### src/rtl/fl_trim_pkg.sv
// Shared types and helpers for the FrameLink frame-trim stage.
// Imported by the interface, the output register and the top.
package fl_trim_pkg;

  typedef enum logic [0:0] {
    PASS = 1'b0,
    DROP = 1'b1
  } state_e;

  localparam logic [8:0] REM_ONES = '1;

  // A single-byte bus still needs a 1-bit REM field.
  function automatic int rem_width(int dw);
    return (dw > 8) ? $clog2(dw / 8) : 1;
  endfunction

endpackage

### src/rtl/fl_frame_trim_if.sv
// FrameLink bus bundle.
// master drives the word, slave returns dst_rdy_n.
interface fl_frame_trim_if
  import fl_trim_pkg::*;
#(
  parameter int DATA_WIDTH = 32
);

  localparam int RW = rem_width(DATA_WIDTH);

  logic [DATA_WIDTH-1:0] data;
  logic [RW-1:0]         rem;
  logic                  sof_n;
  logic                  eof_n;
  logic                  sop_n;
  logic                  eop_n;
  logic                  src_rdy_n;
  logic                  dst_rdy_n;

  modport master (
    output data, rem,
    output sof_n, eof_n, sop_n, eop_n,
    output src_rdy_n,
    input  dst_rdy_n
  );

  modport slave (
    input  data, rem,
    input  sof_n, eof_n, sop_n, eop_n,
    input  src_rdy_n,
    output dst_rdy_n
  );

endinterface

### src/rtl/fl_trim_outreg.sv
// FrameLink output register: one word, full throughput,
// accepts when empty or when the held word leaves this cycle.
module fl_trim_outreg #(
  parameter int DW = 32,
  parameter int RW = 2
) (
  input  logic          clk,
  input  logic          rst_n,
  input  logic          in_vld,
  output logic          in_rdy,
  input  logic [DW-1:0] in_data,
  input  logic [RW-1:0] in_rem,
  input  logic          in_sof_n,
  input  logic          in_eof_n,
  input  logic          in_sop_n,
  input  logic          in_eop_n,
  output logic [DW-1:0] out_data,
  output logic [RW-1:0] out_rem,
  output logic          out_sof_n,
  output logic          out_eof_n,
  output logic          out_sop_n,
  output logic          out_eop_n,
  output logic          out_src_rdy_n,
  input  logic          out_dst_rdy_n
);

  logic          vld_q, vld_d;
  logic [DW-1:0] data_q, data_d;
  logic [RW-1:0] rem_q, rem_d;
  logic [3:0]    flg_q, flg_d;
  logic          load;

  always_comb begin
    in_rdy = !vld_q || !out_dst_rdy_n;
    load   = in_vld && in_rdy;
    data_d = data_q;
    rem_d  = rem_q;
    flg_d  = flg_q;
    vld_d  = vld_q && out_dst_rdy_n;
    if (load) begin
      data_d = in_data;
      rem_d  = in_rem;
      flg_d  = {in_sof_n, in_eof_n, in_sop_n, in_eop_n};
      vld_d  = 1'b1;
    end
  end

  always_ff @(posedge clk or negedge rst_n) begin
    if (!rst_n) begin
      vld_q  <= 1'b0;
      data_q <= '0;
      rem_q  <= '0;
      flg_q  <= '1;
    end else begin
      vld_q  <= vld_d;
      data_q <= data_d;
      rem_q  <= rem_d;
      flg_q  <= flg_d;
    end
  end

  assign out_data      = data_q;
  assign out_rem       = rem_q;
  assign out_sof_n     = flg_q[3];
  assign out_eof_n     = flg_q[2];
  assign out_sop_n     = flg_q[1];
  assign out_eop_n     = flg_q[0];
  assign out_src_rdy_n = !vld_q;

endmodule

### src/rtl/fl_frame_trim.sv
// FrameLink stage that truncates frames to MAX_WORDS words,
// forcing EOF/EOP on the last kept word and counting trims.
module fl_frame_trim
  import fl_trim_pkg::*;
#(
  parameter int DATA_WIDTH = 32,
  parameter int MAX_WORDS  = 64,
  parameter int CNT_WIDTH  = 16
) (
  input  logic                 CLK,
  input  logic                 RESET,
  fl_frame_trim_if.slave       RX,
  fl_frame_trim_if.master      TX,
  output logic [CNT_WIDTH-1:0] TRIM_CNT,
  input  logic                 CNT_CLR
);

  localparam int RW = rem_width(DATA_WIDTH);
  localparam int WW = $clog2(MAX_WORDS + 1);
  localparam logic [WW-1:0] WMAX = WW'(MAX_WORDS);

  state_e               state_q, state_d;
  logic [WW-1:0]        wcnt_q, wcnt_d;
  logic [CNT_WIDTH-1:0] cnt_q, cnt_d;

  logic          or_rdy;
  logic          drop_only;
  logic          acc;
  logic          fwd;
  logic          limit;
  logic [WW-1:0] wnum;
  logic          o_eof_n;
  logic          o_eop_n;
  logic [RW-1:0] o_rem;

  // An SOF word seen in DROP is a new frame and is forwarded.
  assign drop_only = (state_q == DROP) && RX.sof_n;
  assign RX.dst_rdy_n = !(drop_only || or_rdy);

  always_comb begin
    acc = !RX.src_rdy_n && (drop_only || or_rdy);
    fwd = acc && !drop_only;
    if (!RX.sof_n) begin
      wnum = WW'(1);
    end else if (wcnt_q == WMAX) begin
      wnum = WMAX;
    end else begin
      wnum = wcnt_q + WW'(1);
    end
    limit   = fwd && (wnum == WMAX) && RX.eof_n;
    o_eof_n = RX.eof_n && !limit;
    o_eop_n = RX.eop_n && !limit;
    o_rem   = limit ? REM_ONES[RW-1:0] : RX.rem;

    state_d = state_q;
    wcnt_d  = wcnt_q;
    if (fwd) begin
      wcnt_d  = wnum;
      state_d = limit ? DROP : PASS;
    end else if (acc && !RX.eof_n) begin
      wcnt_d  = '0;
      state_d = PASS;
    end

    cnt_d = cnt_q;
    if (CNT_CLR) begin
      cnt_d = '0;
    end else if (limit && (cnt_q != '1)) begin
      cnt_d = cnt_q + CNT_WIDTH'(1);
    end
  end

  always_ff @(posedge CLK or negedge RESET) begin
    if (!RESET) begin
      state_q <= PASS;
      wcnt_q  <= '0;
      cnt_q   <= '0;
    end else begin
      state_q <= state_d;
      wcnt_q  <= wcnt_d;
      cnt_q   <= cnt_d;
    end
  end

  assign TRIM_CNT = cnt_q;

  fl_trim_outreg #(
    .DW (DATA_WIDTH),
    .RW (RW)
  ) u_outreg (
    .clk           (CLK),
    .rst_n         (RESET),
    .in_vld        (!RX.src_rdy_n && !drop_only),
    .in_rdy        (or_rdy),
    .in_data       (RX.data),
    .in_rem        (o_rem),
    .in_sof_n      (RX.sof_n),
    .in_eof_n      (o_eof_n),
    .in_sop_n      (RX.sop_n),
    .in_eop_n      (o_eop_n),
    .out_data      (TX.data),
    .out_rem       (TX.rem),
    .out_sof_n     (TX.sof_n),
    .out_eof_n     (TX.eof_n),
    .out_sop_n     (TX.sop_n),
    .out_eop_n     (TX.eop_n),
    .out_src_rdy_n (TX.src_rdy_n),
    .out_dst_rdy_n (TX.dst_rdy_n)
  );

endmodule

### src/flat_wrapper.sv
// flat-port wrapper written by rule: the top's interface ports become plain ports
module fl_frame_trim_flat import fl_trim_pkg::*;
#(
  parameter int DATA_WIDTH = 32,
  parameter int MAX_WORDS  = 64,
  parameter int CNT_WIDTH  = 16
)
  (CLK, RESET, TRIM_CNT, CNT_CLR, RX_data, RX_rem, RX_sof_n, RX_eof_n, RX_sop_n, RX_eop_n, RX_src_rdy_n, RX_dst_rdy_n, TX_data, TX_rem, TX_sof_n, TX_eof_n, TX_sop_n, TX_eop_n, TX_src_rdy_n, TX_dst_rdy_n);
  fl_frame_trim_if #(.DATA_WIDTH(DATA_WIDTH)) RX_i ();
  fl_frame_trim_if #(.DATA_WIDTH(DATA_WIDTH)) TX_i ();
  input  logic CLK;
  input  logic RESET;
  output logic [CNT_WIDTH-1:0] TRIM_CNT;
  input  logic CNT_CLR;
  input wire logic [$bits(RX_i.data)-1:0] RX_data;
  input wire logic [$bits(RX_i.rem)-1:0] RX_rem;
  input wire logic [$bits(RX_i.sof_n)-1:0] RX_sof_n;
  input wire logic [$bits(RX_i.eof_n)-1:0] RX_eof_n;
  input wire logic [$bits(RX_i.sop_n)-1:0] RX_sop_n;
  input wire logic [$bits(RX_i.eop_n)-1:0] RX_eop_n;
  input wire logic [$bits(RX_i.src_rdy_n)-1:0] RX_src_rdy_n;
  output wire logic [$bits(RX_i.dst_rdy_n)-1:0] RX_dst_rdy_n;
  output wire logic [$bits(TX_i.data)-1:0] TX_data;
  output wire logic [$bits(TX_i.rem)-1:0] TX_rem;
  output wire logic [$bits(TX_i.sof_n)-1:0] TX_sof_n;
  output wire logic [$bits(TX_i.eof_n)-1:0] TX_eof_n;
  output wire logic [$bits(TX_i.sop_n)-1:0] TX_sop_n;
  output wire logic [$bits(TX_i.eop_n)-1:0] TX_eop_n;
  output wire logic [$bits(TX_i.src_rdy_n)-1:0] TX_src_rdy_n;
  input wire logic [$bits(TX_i.dst_rdy_n)-1:0] TX_dst_rdy_n;
  assign RX_i.data = RX_data;
  assign RX_i.rem = RX_rem;
  assign RX_i.sof_n = RX_sof_n;
  assign RX_i.eof_n = RX_eof_n;
  assign RX_i.sop_n = RX_sop_n;
  assign RX_i.eop_n = RX_eop_n;
  assign RX_i.src_rdy_n = RX_src_rdy_n;
  assign RX_dst_rdy_n = RX_i.dst_rdy_n;
  assign TX_data = TX_i.data;
  assign TX_rem = TX_i.rem;
  assign TX_sof_n = TX_i.sof_n;
  assign TX_eof_n = TX_i.eof_n;
  assign TX_sop_n = TX_i.sop_n;
  assign TX_eop_n = TX_i.eop_n;
  assign TX_src_rdy_n = TX_i.src_rdy_n;
  assign TX_i.dst_rdy_n = TX_dst_rdy_n;
  fl_frame_trim #(.DATA_WIDTH(DATA_WIDTH), .MAX_WORDS(MAX_WORDS), .CNT_WIDTH(CNT_WIDTH)) u_core (.CLK(CLK), .RESET(RESET), .RX(RX_i), .TX(TX_i), .TRIM_CNT(TRIM_CNT), .CNT_CLR(CNT_CLR));
endmodule
### config.mk
export PLATFORM = sky130hd
export DESIGN_NAME = fl_frame_trim_flat
export DESIGN_NICKNAME = d
export VERILOG_FILES = /design/src/rtl/fl_trim_pkg.sv /design/src/rtl/fl_frame_trim_if.sv /design/src/rtl/fl_trim_outreg.sv /design/src/rtl/fl_frame_trim.sv /design/src/flat_wrapper.sv
export SDC_FILE = /design/constraint.sdc
export NUM_CORES = 1
export LEC_CHECK = 0
export CAP_MARGIN = 30
export CORE_ASPECT_RATIO = 0.7
export CORE_MARGIN = 2
export CORE_UTILIZATION = 49
export CTS_BUF_LIST = sky130_fd_sc_hd__clkbuf_16
export DETAILED_ROUTE_END_ITERATION = 8
export GPL_ROUTABILITY_DRIVEN = 0
export PLACE_DENSITY = 0.81
export SLEW_MARGIN = 20
export SYNTH_ARGS = -nofsm -noshare
export SYNTH_HDL_FRONTEND = slang
export SYNTH_SLANG_ARGS = --single-unit
### constraint.sdc
create_clock -name CLK -period 4.5 [get_ports CLK]
set_input_delay 0.9 -clock CLK [delete_from_list [all_inputs] [get_ports CLK]]
set_output_delay 0.9 -clock CLK [all_outputs]
set_load 0.01 [all_outputs]
==> flow_metrics.env <==
export IMPL_status="completed"
export IMPL_async_flop_share=1.000
export IMPL_synth_distinct_cells=46
export IMPL_dpl_hpwl_um=5333
export IMPL_fin_util=0.7407
export IMPL_critPathRequiredTime_ns=3.60
export IMPL_post_place_ws_ns=1.153
export IMPL_cap_violations=0
export IMPL_diodes=0
export IMPL_die_height_um=68.52
export IMPL_crit_path_end_kind="primary output"
export IMPL_holdCritPathClass="primary input to asynchronous set/reset pin"
export IMPL_p_total_mw=1.598
export IMPL_path_common_cell="clkdlybuf4s50_1"
export IMPL_slew_headroom=0.4457
export IMPL_crit_slowest_cell="clkdlybuf4s50_1"
export IMPL_fin_worst_skew_ns=0.01265
export IMPL_insertion_delay_ns=0.33
export IMPL_synth_main_ff_cell="dfrtp_1"
export IMPL_crit_chain="clkdlybuf4s50_1 > nand2_1 > a21oi_1 > clkdlybuf4s50_1"
export IMPL_rsz0062_at_grt="false"
export IMPL_synth_edf_count=0
export IMPL_slowest_delay_ns=0.58
export IMPL_ant_nets=0
export IMPL_grt_pass1_wl_um=12100
export IMPL_yosysWarnings=0
export IMPL_synth_top_area_share=0.5067
export IMPL_routedWlPerCell_um=17.42
export IMPL_synth_area_top_cells="dfrtp_1 (51%), mux2_2 (13%), dfstp_2 (3.6%)"
export IMPL_yosysSeqAreaShare=0.5427
export IMPL_core_area_um2=5727
export IMPL_yosysMostFrequentCell="dfrtp_1"
export IMPL_crit_type="primary input to primary output"
export IMPL_numPortBuffers=98
export IMPL_root_buffer="clkbuf_16"
export IMPL_leakagePower_nw=1.687
export IMPL_tns_ns=0
export IMPL_drive_above_1_share=0.1703
export IMPL_synthCells=261
export IMPL_grt_max_degree=43
export IMPL_period_minus_slack_ns=3.277
export IMPL_cts_setup_buffers=0
export IMPL_avgSynthCellArea_um2=11.16
export IMPL_worst_pin_slew_ns=0.8296
export IMPL_die_x_um=96.17
export IMPL_fin_ws_ns=1.223
export IMPL_critPathMaxFanout=4
export IMPL_ctsHoldBuffers=0
export IMPL_start_kind="primary input"
export IMPL_grt_pass1_vias=2462
export IMPL_synth_common_cells="dfrtp_1 (59), mux2_2 (33), nand2_1 (16), or3_1 (16), a21oi_1 (15)"
export IMPL_maxSlewViolCount=0
export IMPL_grt_usage=0.2492
export IMPL_fin_crit_sh=0.7283
export IMPL_drt_wl_total_um=7646
export IMPL_ir_worst_vdd_mv=0.2465
export IMPL_yosys_area_top_type="dfrtp_1"
export IMPL_setup_viol=0
export IMPL_hold_slack_ns=0.4296
export IMPL_synth_area_um2=2914
export IMPL_cts_sinks=63
export IMPL_pin_count=99
export IMPL_antenna_found_initial=0
export IMPL_cts_tree="yes"
export IMPL_drt_vias_per_instance=5.574
export IMPL_nets=406
export IMPL_num_rows=23
export IMPL_post_cts_resized=0
export IMPL_max_freq_mhz=305.1
export IMPL_die_area_um2=6590
export IMPL_synth_nets=307
export IMPL_ys_ff_latch=63
export IMPL_dr_pass1_iters=4
export IMPL_drc_errors=0
export IMPL_numCtsBuffers=9
export IMPL_initial_core_util=0.5088
export IMPL_grt_overflow=0
export IMPL_num_vias=2447
export IMPL_cts_buffer_depth=2
export IMPL_drt_iter0_markers=120
export IMPL_powerDensity_nw_per_um2=376.8
export IMPL_cts_reportedPaths_clkPinSlew_ns=0.05
export IMPL_area_growth_pct=45.56
export IMPL_hold_viol=0
export IMPL_arrival_ns=2.38
export IMPL_h_tree_depth=3
==> state kept, by name, summed over array words and instances, names as in the netlist <==
register / flops
u_core.u_outreg.flg_q: 4
u_core.u_outreg.out_rem: 2
u_core.u_outreg.out_data: 32
u_core.u_outreg.vld_q: 1
u_core.TRIM_CNT: 16
u_core.state_q: 1
u_core.wcnt_q: 7
==> layer usage <==
metal	routed length, um	track usage	vias up
met5	0	0	-
met4	35	0.05893	0
met3	682	0.1228	4
met2	3726	0.3932	90
met1	3202	0.3105	1224
li1	-	-	1129
==> cell type report <==
class	instances	area [um^2]
Sequential cell	63	1582
Timing Repair Buffer	101	1011
Tap cell	75	93.84
Clock buffer	9	225.2
Multi-Input combinational cell	174	1235
Clock inverter	6	53.80
Inverter	11	41.29
Fill cell	404	1485
==> worst max-delay path, delay by kind of cell <==
kind,cells,cell delay (ns)
AOI/OAI and AO/OA,1,0.23
buffers and inverters,2,1.12
and+or+nand+nor,1,0.13
==> metrics by stage <==
step | instance area [um^2] | std cells
detailed placement | 3943 | 423
floorplan | 2914 | 261
CTS | 4222 | 438
global placement | 3943 | 423
finish | 4242 | 439
global route | 4242 | 439
==> cells by family after synthesis <==
logic type | synth area share
and+or+nand+nor | 0.1434
xor gates and xnor gates | 0.01202
AOI/OAI and AO/OA | 0.1168
adders and majority gates | 0.01288
DFF | 0.5427
buffers and inverters | 0.03735
muxes | 0.1348
==> worst paths after layout <==
kind,from,depth (start not counted),end,slack (ns)
max in group asynchronous,RESET,3,u_core.u_outreg.flg_q[3],3.19
worst min-delay path,RESET,1,u_core.u_outreg.out_data[13],0.43
min in group CLK,u_core.u_outreg.flg_q[0],2,u_core.u_outreg.flg_q[0],0.48
worst max register to register,u_core.wcnt_q[0],7,u_core.TRIM_CNT[15],1.63
worst min register to register,u_core.u_outreg.flg_q[0],2,u_core.u_outreg.flg_q[0],0.48
worst max-delay path,TX_dst_rdy_n,4,RX_dst_rdy_n,1.22
==> report_power, final <==
group / internal (mW) / total, mW / switching, mW
logic: 0.175 / 0.291 / 0.116
clock network: 0.417 / 0.647 / 0.230
registers: 0.625 / 0.660 / 0.0346
total: 1.22 / 1.60 / 0.381
==> cells in the final DEF, fill, tap and decap left out, types with 3 or more instances in the layout <==
master / Yosys / final
nor2_1: 12 / 12
ha_1: 3 / 3
dfstp_2: 4 / 4
o21ai_1: 11 / 11
nand3_1: 12 / 12
clkdlybuf4s50_1: 0 / 97
and3_1: 3 / 3
nand4_1: 3 / 3
clkbuf_16: 0 / 9
inv_1: 11 / 12
o21ai_0: 12 / 12
nand2_1: 16 / 16
dfrtp_1: 59 / 59
or2_2: 3 / 3
or3_1: 16 / 16
a21oi_1: 15 / 14
nor3_1: 4 / 4
mux2_2: 33 / 33
Note: power is estimated with default switching activity, not from simulation.
==> patch 1: new RTL, same flow settings <==
`MAX_WORDS` is set to 64 in 2 places; all go to 32.
--- a/src/rtl/fl_frame_trim.sv
+++ b/src/rtl/fl_frame_trim.sv
@@ -4,7 +4,7 @@
   import fl_trim_pkg::*;
 #(
   parameter int DATA_WIDTH = 32,
-  parameter int MAX_WORDS  = 64,
+  parameter int MAX_WORDS  = 32,
   parameter int CNT_WIDTH  = 16
 ) (
   input  logic                 CLK,
--- a/src/flat_wrapper.sv
+++ b/src/flat_wrapper.sv
@@ -2,7 +2,7 @@
 module fl_frame_trim_flat import fl_trim_pkg::*;
 #(
   parameter int DATA_WIDTH = 32,
-  parameter int MAX_WORDS  = 64,
+  parameter int MAX_WORDS  = 32,
   parameter int CNT_WIDTH  = 16
 )
   (CLK, RESET, TRIM_CNT, CNT_CLR, RX_data, RX_rem, RX_sof_n, RX_eof_n, RX_sop_n, RX_eop_n, RX_src_rdy_n, RX_dst_rdy_n, TX_data, TX_rem, TX_sof_n, TX_eof_n, TX_sop_n, TX_eop_n, TX_src_rdy_n, TX_dst_rdy_n);
Formal check against the unedited RTL: no difference found for any inputs over 10 cycles, from zero or initial values and one cycle with RESET low; that may be too few to reach the edited logic, so the function may still have changed.
==> patch 1 against the original RTL <==
Setup slack improved by 53 ps. Sequential share of layout area is essentially flat. Area after synthesis is 2.9% lower. Critical path depth unchanged. Cell count shrank 3.4%. Combinational power is 2% higher. Routed wire length decreased by 8.1%. Total power rose by 6.2%. Critical endpoint unchanged. Sequential cell count fell by 1. Final area is 1.5% lower.
==> patch 1: results (changes against the original RTL) <==
\begin{tabular}{lr}
\hline
Metric & Value \\
\hline
\multicolumn{2}{l}{\textbf{Cells and area}} \\
Non-filler cells in the finished layout & 424 (was 439) \\
Layout cells sized above 1 & 18.9\% (was 17.0\%) \\
Nets@finish & 390 (was 406) \\
\multicolumn{2}{l}{\textbf{Route}} \\
Via count normalized by instance count & 5.48 (was 5.57) \\
DRC marker count from the first detailed-route iteration & 142 (was 120) \\
\multicolumn{2}{l}{\textbf{Yosys}} \\
Ranking of synthesized cells by instance count & 58 x sky130\_fd\_sc\_hd\_\_dfrtp\_1, 35 x sky130\_fd\_sc\_hd\_\_mux2\_2, 16 x sky130\_fd\_sc\_hd\_\_o21ai\_0 (was 59 x sky130\_fd\_sc\_hd\_\_dfrtp\_1, 33 x sky130\_fd\_sc\_hd\_\_mux2\_2, 16 x sky130\_fd\_sc\_hd\_\_nand2\_1, 16 x sky130\_fd\_sc\_hd\_\_or3\_1, 15 x sky130\_fd\_sc\_hd\_\_a21oi\_1) \\
Unique masters post-synth & 39 (was 46) \\
Average cell area after synthesis & 11.5 sq um (was 11.2 sq um) \\
Post-Syn Nets & 291 (was 307) \\
\multicolumn{2}{l}{\textbf{Timing}} \\
Transition time at the pin with the least slew margin & 812 ps (was 830 ps) \\
Worst-case clock skew & 4.81 ps (was 12.6 ps) \\
\multicolumn{2}{l}{\textbf{Place}} \\
Count of buffers from port buffering & 98 (unchanged) \\
Number of cells after detailed placement & 408 (was 423) \\
Detailed-placement wirelength estimate & 4.79 mm (was 5.33 mm) \\
Area after DPL & 3860 sq um (was 3940 sq um) \\
\multicolumn{2}{l}{\textbf{Clocking}} \\
Library cell used as clock root buffer & sky130\_fd\_sc\_hd\_\_clkbuf\_16 (unchanged) \\
\multicolumn{2}{l}{\textbf{Power and ir drop}} \\
Peak VDD IR & 0.249 mV (was 0.247 mV) \\
Static Leakage & 1.72 nW (was 1.69 nW) \\
\multicolumn{2}{l}{\textbf{GRT}} \\
Global-route wire length before repair & 11.1 mm (was 12.1 mm) \\
Largest net degree at the start of global routing & 36 (was 43) \\
Total track usage & 23.3\% (was 24.9\%) \\
Vias in the first global route & 2,302 (was 2,462) \\
\multicolumn{2}{l}{\textbf{Outcome}} \\
Result of the run & complete, no violations (unchanged) \\
\multicolumn{2}{l}{\textbf{Worst setup path}} \\
Minimum setup slack among reg-to-reg paths & 1690 ps (was 1630 ps) \\
Largest incremental delay on the critical path & 600 ps (was 580 ps) \\
Data arrival time of the critical path & 2320 ps (was 2380 ps) \\
\hline
\end{tabular}
==> patch 1: cell count changes in the layout (fill, tap and decap cells not counted), moves of 3 or more <==
cell	unedited run	this run
sky130_fd_sc_hd__o21ai_0	12	16
sky130_fd_sc_hd__or2_2	3	0
sky130_fd_sc_hd__o21ai_1	11	0
sky130_fd_sc_hd__nand2b_1	0	3
sky130_fd_sc_hd__and4_1	0	5
sky130_fd_sc_hd__or3_1	16	9
==> patch 1: worst register-to-register path, delay by kind of cell (launching register included) <==
| family | cells | cell delay [ps] |
|---|---|---|
| flops | 1 | 480 |
| simple gates | 2 | 1020 |
| fa+ha+maj | 1 | 290 |
| mux | 1 | 360 |
| compound gates | 3 | 570 |
==> patch 1: kinds of logic after synthesis <==
logic type,after synthesis,synth area share (%)
AND/OR/NAND/NOR,71,14.1
flip-flops,62,55.0
AO/OA/AOI/OAI,47,10.3
multiplexers,36,14.3
buffers and inverters,22,3.76
XOR/XNOR,4,1.24
adder cells (fa/ha/maj),3,1.33
==> patch 1: worst paths after layout <==
check / endpoint / cells past startpoint
setup / recovery: RX_dst_rdy_n / 4
hold / removal: u_core.u_outreg.out_data[29] / 1
setup reg to reg: u_core.TRIM_CNT[8] / 7
hold reg to reg: u_core.u_outreg.out_data[29] / 1
max in group asynchronous: u_core.u_outreg.flg_q[3] / 2
min in group asynchronous: u_core.u_outreg.out_data[20] / 1
==> patch 1: power by group <==
group          switching [mW]  internal [mW]  total, mW
Combinational           0.115          0.181      0.296
Sequential             0.0394          0.620      0.659
Clock                   0.256          0.486      0.742
==> patch 1: per-layer routing <==
layer	vias to the layer above	routed length [um]	track usage, %
met1	1140	2950	28.3
met4	0	68	8.70
li1	1083	-	-
met3	7	658	9.38
met5	-	0	0
met2	95	3350	37.7
==> patch 1: final cells by class <==
class                           count  area, sq um
Fill cell                         404         1460
Clock inverter                      7         97.6
Timing Repair Buffer              100          991
Multi-Input combinational cell    161         1180
Sequential cell                    62         1560
Inverter                           10         37.5
Clock buffer                        9          225
Tap cell                           75         93.8
==> patch 1: per-stage QoR <==
step | total power [mW] | worst slack, ps | hold slack (ps)
6_report | 1.70 | 1280 | 503
5_1_grt | 1.77 | 1230 | 513
4_1_cts | 1.71 | 1270 | 507
3_5_place_dp | 0.965 | 1280 | 487
3_3_place_gp | 0.955 | 1290 | 480
2_1_floorplan | 0.782 | 1970 | 485
==> patch 2: new RTL, config.mk and constraints unchanged <==
Without the edit above. Take the reset off `data_q` and load it in a clocked block of its own.
--- a/src/rtl/fl_trim_outreg.sv
+++ b/src/rtl/fl_trim_outreg.sv
@@ -48,15 +48,17 @@
   always_ff @(posedge clk or negedge rst_n) begin
     if (!rst_n) begin
       vld_q  <= 1'b0;
-      data_q <= '0;
       rem_q  <= '0;
       flg_q  <= '1;
     end else begin
       vld_q  <= vld_d;
-      data_q <= data_d;
       rem_q  <= rem_d;
       flg_q  <= flg_d;
     end
+  end
+
+  always_ff @(posedge clk) begin
+    data_q <= data_d;
   end
 
   assign out_data      = data_q;
Formal check against the unedited RTL: not equivalent (a bounded check fails within 4 cycles, from zero or initial values and one cycle with RESET low).
==> patch 2 against the original RTL <==
Utilization rose by 0.47 points. Sequential cell count did not move. Final area fell by 0.38%. Sequential power barely moved. Global-route usage fell by 1.6 points. Total power fell by 1.3%. Critical path depth fell by 1. Setup slack improved by 120 ps. Routed wire length fell by 5.3%. Area after synthesis fell by 2.3%. Combinational power fell by 38%. Register-to-register slack improved by 400 ps. Critical path type unchanged. Critical endpoint unchanged. Largest cell class unchanged. Largest power group is now clock.
==> patch 2: results (changes against the original RTL) <==
\begin{tabular}{lr}
\hline
Metric & Value \\
\hline
\multicolumn{2}{l}{\textbf{Outcome}} \\
Result of the run & complete, no violations (unchanged) \\
\multicolumn{2}{l}{\textbf{Route}} \\
Count of vias placed by the detailed router & 2,264 (was 2,447) \\
DRC marker count from the first detailed-route iteration & 118 (was 120) \\
\multicolumn{2}{l}{\textbf{GRT}} \\
Total track usage & 23.3\% (was 24.9\%) \\
Global-route wire length before repair & 10.8 mm (was 12.1 mm) \\
Largest net degree at the start of global routing & 32 (was 43) \\
\multicolumn{2}{l}{\textbf{Yosys}} \\
Area fraction in compound gates after synthesis & 8.79\% (was 11.7\%) \\
Count of flip-flops with a built-in enable after synthesis & 32 (was 0) \\
Fraction of registers with async set/reset & 49.2\% (was 100\%) \\
Share of the yosys chip area belonging to registers & 61.2\% (was 54.3\%) \\
Ranking of synthesized cells by instance count & 32 x sky130\_fd\_sc\_hd\_\_edfxtp\_1, 27 x sky130\_fd\_sc\_hd\_\_dfrtp\_1, 21 x sky130\_fd\_sc\_hd\_\_nand2\_1 (was 59 x sky130\_fd\_sc\_hd\_\_dfrtp\_1, 33 x sky130\_fd\_sc\_hd\_\_mux2\_2, 16 x sky130\_fd\_sc\_hd\_\_nand2\_1, 16 x sky130\_fd\_sc\_hd\_\_or3\_1, 15 x sky130\_fd\_sc\_hd\_\_a21oi\_1) \\
Post-Syn Nets & 283 (was 307) \\
Adder-cell area share of the yosys netlist & 1.32\% (was 1.29\%) \\
Average cell area after synthesis & 12.0 sq um (was 11.2 sq um) \\
Portion of netlist area occupied by mux cells & 5.14\% (was 13.5\%) \\
Unique masters post-synth & 43 (was 46) \\
\multicolumn{2}{l}{\textbf{Power and ir drop}} \\
Peak VDD IR & 0.260 mV (was 0.247 mV) \\
Static Leakage & 1.65 nW (was 1.69 nW) \\
Internal Dissipation & 1.23 mW (was 1.22 mW) \\
\multicolumn{2}{l}{\textbf{Worst hold path}} \\
Hold WC Path Type & reg -> reg (was in -> async) \\
\multicolumn{2}{l}{\textbf{Place}} \\
Detailed-placement wirelength estimate & 5.05 mm (was 5.33 mm) \\
\multicolumn{2}{l}{\textbf{Timing}} \\
Final hold slack & 465 ps (was 430 ps) \\
Worst path setup slack after routing & 1350 ps (was 1220 ps) \\
\multicolumn{2}{l}{\textbf{Worst setup path}} \\
Worst setup path startpoint & RX\_sof\_n (was TX\_dst\_rdy\_n) \\
Peak fanout along the critical path & 9 (was 4) \\
Minimum setup slack among reg-to-reg paths & 2030 ps (was 1630 ps) \\
Critical R2R Capture & u\_core.TRIM\_CNT[11] (was u\_core.TRIM\_CNT[15]) \\
\multicolumn{2}{l}{\textbf{Cells and area}} \\
Non-filler cells in the finished layout & 418 (was 439) \\
Area overhead of the layout relative to synthesis & 48.4\% (was 45.6\%) \\
Filler instances & 350 (was 404) \\
Nets@finish & 384 (was 406) \\
Layout cells sized above 1 & 11.7\% (was 17.0\%) \\
\multicolumn{2}{l}{\textbf{Clocking}} \\
Number of CTS-inserted buffers & 9 (unchanged) \\
\hline
\end{tabular}
[patch 2: power by group through the flow]
stage	Combinational, mW	Sequential, mW	Clock [mW]
floorplan	0.0623	0.678	0
global placement	0.174	0.666	0
detailed placement	0.178	0.669	0
CTS	0.180	0.658	0.748
global route	0.194	0.661	0.780
finish	0.180	0.658	0.739
[patch 2: worst reg2reg max path: cells and delay by family (launching register included)]
kind | cells | cell delay, ps
fa+ha+maj | 1 | 330
simple gates | 2 | 810
buf+inv | 1 | 220
compound gates | 2 | 240
mux | 1 | 310
flops | 1 | 440
[patch 2: per-layer routing]
layer	up-vias	track usage, %	routed length, um
met4	0	8.88	118
met1	1085	31.4	3200
met3	11	7.70	512
met2	86	35.2	3400
met5	-	0	0
li1	1082	-	-
[patch 2: area by class of cell]
cell class	count	share of cell area, %
clock buffers	9	5.33
clock inverters	7	2.25
inverters	6	0.533
multi-input cells	156	24.3
flip-flops and latches	63	41.2
well taps	75	2.22
repair buffers	102	24.1
